==> src/rtl/imem_loader_pkg.sv <==
// Shared definitions for the instruction-memory loader.
// Reused by the CPU top level for sizing and state decoding.
package imem_loader_pkg;

  localparam int unsigned IMEM_DEPTH  = 1024;
  localparam int unsigned IMEM_ADDR_W = 10;
  localparam int unsigned LEN_W       = 16;
  localparam int unsigned CNT_W       = IMEM_ADDR_W + 1;

  typedef enum logic [2:0] {
    S_IDLE,
    S_LEN_HI,
    S_LEN_LO,
    S_DATA_HI,
    S_DATA_LO,
    S_WRITE,
    S_DONE
  } ldr_state_e;

  // A word count larger than the memory cannot be honoured.
  function automatic logic len_overflow(
    input logic [LEN_W-1:0] len,
    input int unsigned      depth
  );
    return 32'(len) > depth;
  endfunction

endpackage

==> src/rtl/imem_loader_byte_pair.sv <==
// Collects a high and a low byte into one 16-bit word.
// The word only changes when the low byte lands.
module byte_pair_assembler (
  input  logic        clock,
  input  logic        reset,
  input  logic        hi_we_i,
  input  logic        lo_we_i,
  input  logic [7:0]  byte_i,
  output logic [15:0] word_o
);

  logic [7:0]  hi_q;
  logic [15:0] word_q;

  always_ff @(posedge clock) begin
    if (reset) begin
      hi_q   <= '0;
      word_q <= '0;
    end else begin
      if (hi_we_i) hi_q <= byte_i;
      if (lo_we_i) word_q <= {hi_q, byte_i};
    end
  end

  assign word_o = word_q;

endmodule

==> src/rtl/imem_loader.sv <==
// Streams a length-prefixed byte image into instruction memory
// while holding the CPU.
module imem_loader
  import imem_loader_pkg::*;
#(
  parameter int unsigned DEPTH  = IMEM_DEPTH,
  parameter int unsigned ADDR_W = IMEM_ADDR_W
) (
  input  logic              clock,
  input  logic              reset,
  input  logic              start,
  input  logic              in_valid,
  input  logic [7:0]        in_data,
  output logic              in_ready,
  output logic              mem_we,
  output logic [ADDR_W-1:0] mem_addr,
  output logic [15:0]       mem_wdata,
  output logic              busy,
  output logic              cpu_hold,
  output logic              done,
  output logic              error
);

  localparam int unsigned CW = ADDR_W + 1;

  ldr_state_e        state_q, state_d;
  logic [LEN_W-1:0]  len_q, len_d;
  logic [CW-1:0]     cnt_q, cnt_d;
  logic [ADDR_W-1:0] addr_q, addr_d;
  logic [ADDR_W-1:0] waddr_q, waddr_d;
  logic              err_q, err_d;
  logic              hi_we, lo_we;
  logic              xfer;
  logic [LEN_W-1:0]  len_new;
  logic [CW-1:0]     cnt_inc;

  assign len_new = {len_q[LEN_W-1:8], in_data};
  assign cnt_inc = cnt_q + 1'b1;

  assign in_ready = (state_q == S_LEN_HI)
                 || (state_q == S_LEN_LO)
                 || (state_q == S_DATA_HI)
                 || (state_q == S_DATA_LO);
  assign xfer = in_valid & in_ready;

  always_comb begin
    state_d = state_q;
    len_d   = len_q;
    cnt_d   = cnt_q;
    addr_d  = addr_q;
    waddr_d = waddr_q;
    err_d   = err_q;
    hi_we   = 1'b0;
    lo_we   = 1'b0;
    unique case (state_q)
      S_IDLE: begin
        if (start) begin
          state_d = S_LEN_HI;
          addr_d  = '0;
          cnt_d   = '0;
          err_d   = 1'b0;
        end
      end
      S_LEN_HI: begin
        if (xfer) begin
          len_d[LEN_W-1:8] = in_data;
          state_d = S_LEN_LO;
        end
      end
      S_LEN_LO: begin
        if (xfer) begin
          len_d = len_new;
          if (len_new == '0) begin
            state_d = S_DONE;
          end else if (len_overflow(len_new, DEPTH)) begin
            state_d = S_DONE;
            err_d   = 1'b1;
          end else begin
            state_d = S_DATA_HI;
          end
        end
      end
      S_DATA_HI: begin
        if (xfer) begin
          hi_we   = 1'b1;
          state_d = S_DATA_LO;
        end
      end
      S_DATA_LO: begin
        if (xfer) begin
          lo_we   = 1'b1;
          waddr_d = addr_q;
          state_d = S_WRITE;
        end
      end
      S_WRITE: begin
        addr_d = addr_q + 1'b1;
        cnt_d  = cnt_inc;
        // Address may step past DEPTH-1 here but is never presented.
        if (LEN_W'(cnt_inc) == len_q) state_d = S_DONE;
        else                          state_d = S_DATA_HI;
      end
      S_DONE: state_d = S_IDLE;
      default: state_d = S_IDLE;
    endcase
  end

  always_ff @(posedge clock) begin
    if (reset) begin
      state_q <= S_IDLE;
      len_q   <= '0;
      cnt_q   <= '0;
      addr_q  <= '0;
      waddr_q <= '0;
      err_q   <= 1'b0;
    end else begin
      state_q <= state_d;
      len_q   <= len_d;
      cnt_q   <= cnt_d;
      addr_q  <= addr_d;
      waddr_q <= waddr_d;
      err_q   <= err_d;
    end
  end

  byte_pair_assembler u_bpa (
    .clock   (clock),
    .reset   (reset),
    .hi_we_i (hi_we),
    .lo_we_i (lo_we),
    .byte_i  (in_data),
    .word_o  (mem_wdata)
  );

  assign mem_we   = (state_q == S_WRITE);
  assign mem_addr = waddr_q;
  assign busy     = (state_q != S_IDLE) && (state_q != S_DONE);
  assign cpu_hold = busy;
  assign done     = (state_q == S_DONE);
  assign error    = err_q;

endmodule
==> config.mk <==
export PLATFORM = sky130hd
export DESIGN_NAME = imem_loader
export DESIGN_NICKNAME = d
export VERILOG_FILES = /design/src/rtl/imem_loader_pkg.sv /design/src/rtl/imem_loader_byte_pair.sv /design/src/rtl/imem_loader.sv
export SDC_FILE = /design/constraint.sdc
export NUM_CORES = 1
export LEC_CHECK = 0
export CAP_MARGIN = 40
export CORE_MARGIN = 1.5
export CORE_UTILIZATION = 50
export CTS_BUF_LIST = sky130_fd_sc_hd__clkbuf_8
export DETAILED_ROUTE_END_ITERATION = 8
export PLACE_DENSITY = 0.73
export SLEW_MARGIN = 20
export SYNTH_ARGS = -nofsm -noshare
export SYNTH_HDL_FRONTEND = slang
export SYNTH_HIERARCHICAL = 1
export SYNTH_SLANG_ARGS = --single-unit
export TNS_END_PERCENT = 50
==> constraint.sdc <==
create_clock -name clock -period 2.59 [get_ports clock]
set_input_delay 0.259 -clock clock [delete_from_list [all_inputs] [get_ports clock]]
set_output_delay 0.259 -clock clock [all_outputs]
set_load 0.01 [all_outputs]
==> results of run 1 <==
[per-layer routing]
layer / vias up / global-route usage (%) / part of all wire [%]
met5: - / 0 / 0
li1: 1478 / - / -
met2: 81 / 38.4 / 45
met3: 10 / 3.95 / 5.4
met4: 0 / 10.1 / 1.9
met1: 1386 / 30.6 / 47
[final cells by class]
cell class / count / area share [%]
multi-input combinational: 302 / 42.1
tap: 77 / 2.31
clock inverter: 7 / 3.39
timing repair buffer: 56 / 12.9
clock buffer: 9 / 2.97
inverter: 4 / 0.360
sequential: 75 / 36.0
[worst max-delay path: stages, from the launching register on]
cell and delay (ns):
dfxtp_1 0.47, ha_1 0.34, nand3_2 0.22, nor3_1 0.34, xnor2_1 0.16, o211ai_1 0.11, or4_1 0.50, a31oi_1 0.17
[state kept, by name, summed over array words and instances, names as in the netlist]
register / count
u_bpa/hi_q: 8
error: 1
state_q: 3
len_q: 16
addr_q: 10
cnt_q: 11
mem_addr: 10
u_bpa/word_o: 16
[per-stage QoR]
step                      util, %  hold slack, ns  setup WS [ns]  power, mW
after floorplan                 -           0.331          0.560       1.32
after global placement       60.3           0.447          0.222       1.40
after detailed placement     60.4           0.448          0.222       1.40
after CTS                    64.5           0.421          0.242       2.58
after global routing         64.5           0.478         0.0518       2.65
final                        64.5           0.419          0.224       2.57
[report_power, final]
group,switching (mW),internal [mW]
Combinational,0.107,0.0863
Clock,0.452,0.737
Sequential,0.0191,1.17
Total,0.579,1.99
[Yosys cell counts (all sizes together) (4+ instances only)]
library cell / n / area share, %
dfxtp: 75 / 44
nand2: 65 / 7.1
nor2: 57 / 6.5
a21oi: 49 / 7.2
mux2i: 26 / 7.6
clkbuf: 16 / 1.8
buf: 12 / 2.5
xnor2: 10 / 2.6
nand3: 9 / 1.5
o21ai: 8 / 1.2
or3: 6 / 1.1
or4: 6 / 1.5
and3: 5 / 0.92
nand2b: 5 / 0.92
nor3: 5 / 0.73
xor2: 5 / 1.3
a211oi: 4 / 0.88
a31oi: 4 / 0.73
inv: 4 / 0.44
nand3b: 4 / 0.88
nand4: 4 / 0.73
nor2b: 4 / 0.73
o211ai: 4 / 0.88
[worst max-delay path by stage]
stage                          start         end  slack, ns  depth (start not counted)
after floorplan             cnt_q[1]  state_q[2]       0.56                          7
after global placement    in_data[5]  state_q[0]       0.22                          7
after detailed placement  in_data[0]  state_q[0]       0.22                          7
after CTS                   cnt_q[0]  state_q[2]       0.24                          7
after global routing        cnt_q[0]  state_q[2]       0.05                          7
final                       cnt_q[0]  state_q[2]       0.22                          7
[cells by family after synthesis]
group	after synthesis	share of synthesized area, %
simple gates	180	25.5
compound gates	77	12.9
flops	75	44.0
buf+inv	32	4.76
mux	28	8.28
xor+xnor	15	3.85
fa+ha+maj	2	0.732
==> key figures, run 1 <==
Cells and area
  • Nets@finish: 462
  • Most frequent cells in the layout: dfxtp_1 (75), nand2_1 (65), nor2_1 (56)
  • Number of fill cells in the layout: 547
  • Commonest non-fill, non-tap cell in the layout: dfxtp_1
  • Layout Cells excl Fill: 530
  • Fin area: 4170 µm²
  • Area of the multi-input gates: 1750 µm²
  • Layout cells sized above 1: 8.61%
  • Antenna diodes: 0
  • Register area: 1500 µm²
  • Area growth from synthesis to layout: 21.9%

Placed design
  • Post-DP HPWL: 5360 µm
  • Gp weighted congestion: 0.914
  • DP Area: 3900 µm²
  • Buffers added on ports: 43
  • Inst Count DP: 514

Global routing
  • First-pass GRT wire length: 13500 µm
  • Largest net degree at the start of global routing: 39
  • Initial antenna violation count: 0
  • Total track usage: 23.4%
  • Grt total ovfl: 0
  • Vias in the first global route: 2908

Synthesis
  • Syn Nets: 423
  • Syn Std Cell Area: 3420 µm²
  • Distinct cells, synth: 49
  • Dominant register cell in the synthesized netlist: dfxtp_1
  • Synthesized instance count: 409
  • Ys async rst share: 0%
  • Sequential cell area fraction in the yosys report: 44.0%
  • Yosys reg bits: 75
  • EDFF count, synth: 0
  • Mean Syn Cell Area: 8.35 µm²
  • YS warnings: 6

STA
  • Slew HR: 54.6%
  • Fin. Hold Viols: 0
  • RSZ-0062 raised after global routing: false
  • Setup TNS: 0 ns
  • Min cycle time layout: 2.37 ns
  • Max-slew violations: 0
  • Max Clock Freq: 423 MHz
  • Fin crit share: 91.4%
  • Worst Tran Pin Value: 0.680 ns
  • Setup violators final: 0
  • Worst Skew: 0.0108 ns

Floorplanning
  • Die area: 7340 µm²
  • Row count: 29
  • Overall die height: 85.7 µm
  • Io pins: 44
  • Core footprint: 6460 µm²
  • Die Wd: 85.7 µm
  • Starting Density: 52.9%

Hold path
  • Hold depth: 2
  • Hold_sp: reset
  • Worst min-delay path endpoint: addr_q[7]
  • Hold/Removal Path Class: primary input to flip-flop

Clocking
  • Root buf cell: clkbuf_8
  • CTS Buffer Depth: 2
  • Cts bufs inserted: 9
  • Clk Latency, worst-skew pair: 0.36 ns
  • Clk slew on worst S/H paths: 0.08 ns
  • CTS sink count: 75
  • Postcts setup bufs: 0
  • Post-CTS Hold Fix Bufs: 0
  • PostCTS Resize Cnt: 0
  • H-Tree Depth: 3
  • TritonCTS clock tree: done

Setup path
  • Critical Path Fanout Max: 10
  • Worst endpoint required time: 2.88 ns
  • WS Path Type: flip-flop to flip-flop
  • Reg2reg setup slack: 0.22 ns
  • Worst setup SP type: flip-flop
  • R2R cell count: 7
  • Critical path capture point type: flip-flop
  • Crit path DAT: 2.65 ns
  • Worst reg2reg endpoint: state_q[2]
  • Worst r2r src: cnt_q[0]

Drt
  • Vias: 2955
  • Residual DRC count: 0
  • WL final: 7920 µm
  • Antenna viol nets, final: 0
  • Iter 0 DRT Violations: 187
  • Drt first pass iters: 4
  • WL/cell: 15.0 µm
  • Drt via density: 5.58

Outcome
  • Status: finished, final reports clean

Power and ir drop
  • Lkg Pwr: 1.43 nW
  • P per Cell Area: 617 nW/µm²
  • Worst VDD drop: 0.399 mV

Job
  • Max Cap Viol: 0
Power figures use the tool's default switching activity.
==> run 2: changes to the inputs <==
--- a/config.mk
+++ b/config.mk
@@ -10,6 +10,7 @@
 export CORE_UTILIZATION = 50
 export CTS_BUF_LIST = sky130_fd_sc_hd__clkbuf_8
 export DETAILED_ROUTE_END_ITERATION = 8
+export HOLD_SLACK_MARGIN = 0.1
 export PLACE_DENSITY = 0.73
 export SLEW_MARGIN = 20
 export SYNTH_ARGS = -nofsm -noshare
==> results of run 2 <==
The final DEF is identical to that of run 1; final timing and power are the same.
==> run 3: changes to the inputs <==
--- a/config.mk
+++ b/config.mk
@@ -12,6 +12,7 @@
 export DETAILED_ROUTE_END_ITERATION = 8
 export HOLD_SLACK_MARGIN = 0.1
 export PLACE_DENSITY = 0.73
+export SETUP_SLACK_MARGIN = 0.15
 export SLEW_MARGIN = 20
 export SYNTH_ARGS = -nofsm -noshare
 export SYNTH_HDL_FRONTEND = slang
==> run 3 against run 2 <==
Compared with the run above: critical path type unchanged; total power up 0.14%; sequential cell count unchanged; count of clock-buffer cells in the layout is the same; worst hold slack got worse by 0.0021 ns; critical path depth unchanged; sequential power is essentially flat; largest cell class unchanged; cell count unchanged; critical endpoint unchanged.
==> key figures, run 3 (synthesis gave the netlist of run 1 again) <==
Outcome
  • Status: finished, final reports clean

Clocking
  • Postcts setup bufs: 0 (unchanged)
  • Post-CTS Hold Fix Bufs: 0 (unchanged)
  • Clk Latency, worst-skew pair: 0.36 ns (about the same)
  • Clk slew on worst S/H paths: 0.08 ns (about the same)
  • Cts bufs inserted: 9 (unchanged)
  • CTS sink count: 75 (unchanged)
  • TritonCTS clock tree: done
  • Root buf cell: clkbuf_8
  • H-Tree Depth: 3 (unchanged)
  • CTS Buffer Depth: 2 (unchanged)

Power and ir drop
  • Int Pwr: 1.99 mW (about the same)
  • Logic pwr share: 7.5% (about the same)
  • Clk pwr share: 46.4% (about the same)
  • Seq pwr share: 46.1% (about the same)
  • Lkg Pwr: 1.42 nW (-0.22%)
  • Net Sw Frac: 22.6% (+0.10 points)
  • P per Cell Area: 616 nW/µm² (about the same)
  • Sw power: 0.582 mW (+0.59%)
  • Worst VDD drop: 0.399 mV (+0.14%)

Setup path
  • Critical Path Start: cnt_q[0]
  • Critical Path Fanout Max: 10 (unchanged)
  • Worst r2r src: cnt_q[0]
  • Critical path capture point type: flip-flop
  • Crit path DAT: 2.58 ns (-0.07 ns)
  • Worst endpoint required time: 2.88 ns (about the same)
  • Worst setup SP type: flip-flop
  • WS Path Type: flip-flop to flip-flop

Drt
  • Iter 0 DRT Violations: 188 (+0.53%)
  • Antenna viol nets, final: 0 (unchanged)
  • Drt first pass iters: 4 (unchanged)
  • WL/cell: 14.8 µm (-0.69%)
  • Drt via density: 5.54 (-0.68%)
  • Vias: 2935 (-0.68%)
  • Residual DRC count: 0 (unchanged)
  • WL final: 7870 µm (-0.69%)

Cells and area
  • Layout cells sized above 1: 9.05% (+0.44 points)
  • Antenna diodes: 0 (unchanged)
  • Most frequent cells in the layout: dfxtp_1 (75), nand2_1 (65), nor2_1 (56)
  • Nets@finish: 462 (unchanged)
  • Number of fill cells in the layout: 548 (+0.18%)
  • Commonest non-fill, non-tap cell in the layout: dfxtp_1
  • Area growth from synthesis to layout: 22.2%
  • Layout Cells excl Fill: 530 (unchanged)

Global routing
  • First-pass GRT wire length: 13500 µm (unchanged)
  • Grt total ovfl: 0 (unchanged)
  • Initial antenna violation count: 0 (unchanged)
  • Total track usage: 23.4% (unchanged)
  • Largest net degree at the start of global routing: 39 (unchanged)
  • Vias in the first global route: 2908 (unchanged)

STA
  • Worst Skew: 0.0113 ns (+0.000486 ns)
  • RSZ-0062 raised after global routing: false
  • Final WS setup: 0.301 ns (+0.0777 ns)
  • Worst Tran Pin Value: 0.676 ns (-0.00462 ns)
  • Setup violators final: 0 (unchanged)
  • Slew HR: 55.0% (+0.31 points)
  • Max-slew violations: 0 (unchanged)
  • Fin crit share: 88.4% (-3.0 points)
  • Min cycle time layout: 2.29 ns (-0.0777 ns)
  • Fin. Hold Viols: 0 (unchanged)
  • Max Clock Freq: 437 MHz (+3.4%)
  • Setup TNS: 0 ns (unchanged)

Job
  • Max Cap Viol: 0 (unchanged)

Placed design
  • Post-DP HPWL: 5360 µm (unchanged)
  • Buffers added on ports: 43 (unchanged)
  • Pre-CTS setup slack: 0.222 ns (unchanged)
  • Inst Count DP: 514 (unchanged)
  • Gp weighted congestion: 0.914 (unchanged)

Floorplanning
  • Core footprint: 6460 µm² (unchanged)
  • Io pins: 44 (unchanged)
  • Die Wd: 85.7 µm (unchanged)
  • Starting Density: 52.9% (unchanged)
  • Row count: 29 (unchanged)
  • Overall die height: 85.7 µm (unchanged)
  • Die area: 7340 µm² (unchanged)

Hold path
  • Hold_sp: reset
  • Hold/Removal Path Class: primary input to flip-flop
## run 3: per-stage QoR
step	total power, mW	area, µm²	hold WS, ns	util [%]
after floorplan	1.32	3420	0.331	-
after global placement	1.40	3890	0.447	60.3
after detailed placement	1.40	3900	0.448	60.4
after CTS	2.58	4170	0.421	64.5
after global routing	2.65	4170	0.478	64.6
final	2.57	4170	0.417	64.6
## run 3: critical path, stage by stage (launching register included)
cell and delay, ns:
dfxtp_1 0.47, ha_2 0.30, nand3_2 0.20, or2_2 0.38
o211ai_1 0.09, o211ai_1 0.13, or4_1 0.49, a31oi_1 0.17
## run 3: power by group through the flow
stage,Clock [mW],Sequential (mW),Combinational [mW]
final,1.19,1.19,0.194
after global routing,1.25,1.19,0.213
after CTS,1.20,1.18,0.195
after detailed placement,0,1.21,0.192
after global placement,0,1.21,0.186
after floorplan,0,1.20,0.119
## run 3: worst paths after layout
check	end	depth (start not counted)	slack [ns]
worst min register to register	mem_addr[6]	2	0.46
worst min-delay path	addr_q[7]	2	0.42
worst max register to register	state_q[2]	7	0.30
worst max-delay path	state_q[2]	7	0.30
## run 3: layout make-up
class                   instances  area [µm²]  area share [%]
clock inverters                 7         141            3.39
repair buffers                 56         536            12.8
well taps                      77        96.3            2.31
flip-flops and latches         75        1500            36.0
clock buffers                   9         124            2.97
multi-input cells             302        1760            42.2
inverters                       4        15.0           0.360
## run 3: timing repair
item,in CTS,in global routing
hold endpoints to repair,0,0
endpoints found under the setup margin,0,1
gates resized for setup,0,2
## run 3: layer usage
metal	vias up	global-route usage [%]	share of wire [%]
met5	-	0	0
met4	0	10.1	1.9
met3	10	3.95	5.0
met2	73	38.4	46
met1	1369	30.6	47
li1	1483	-	-
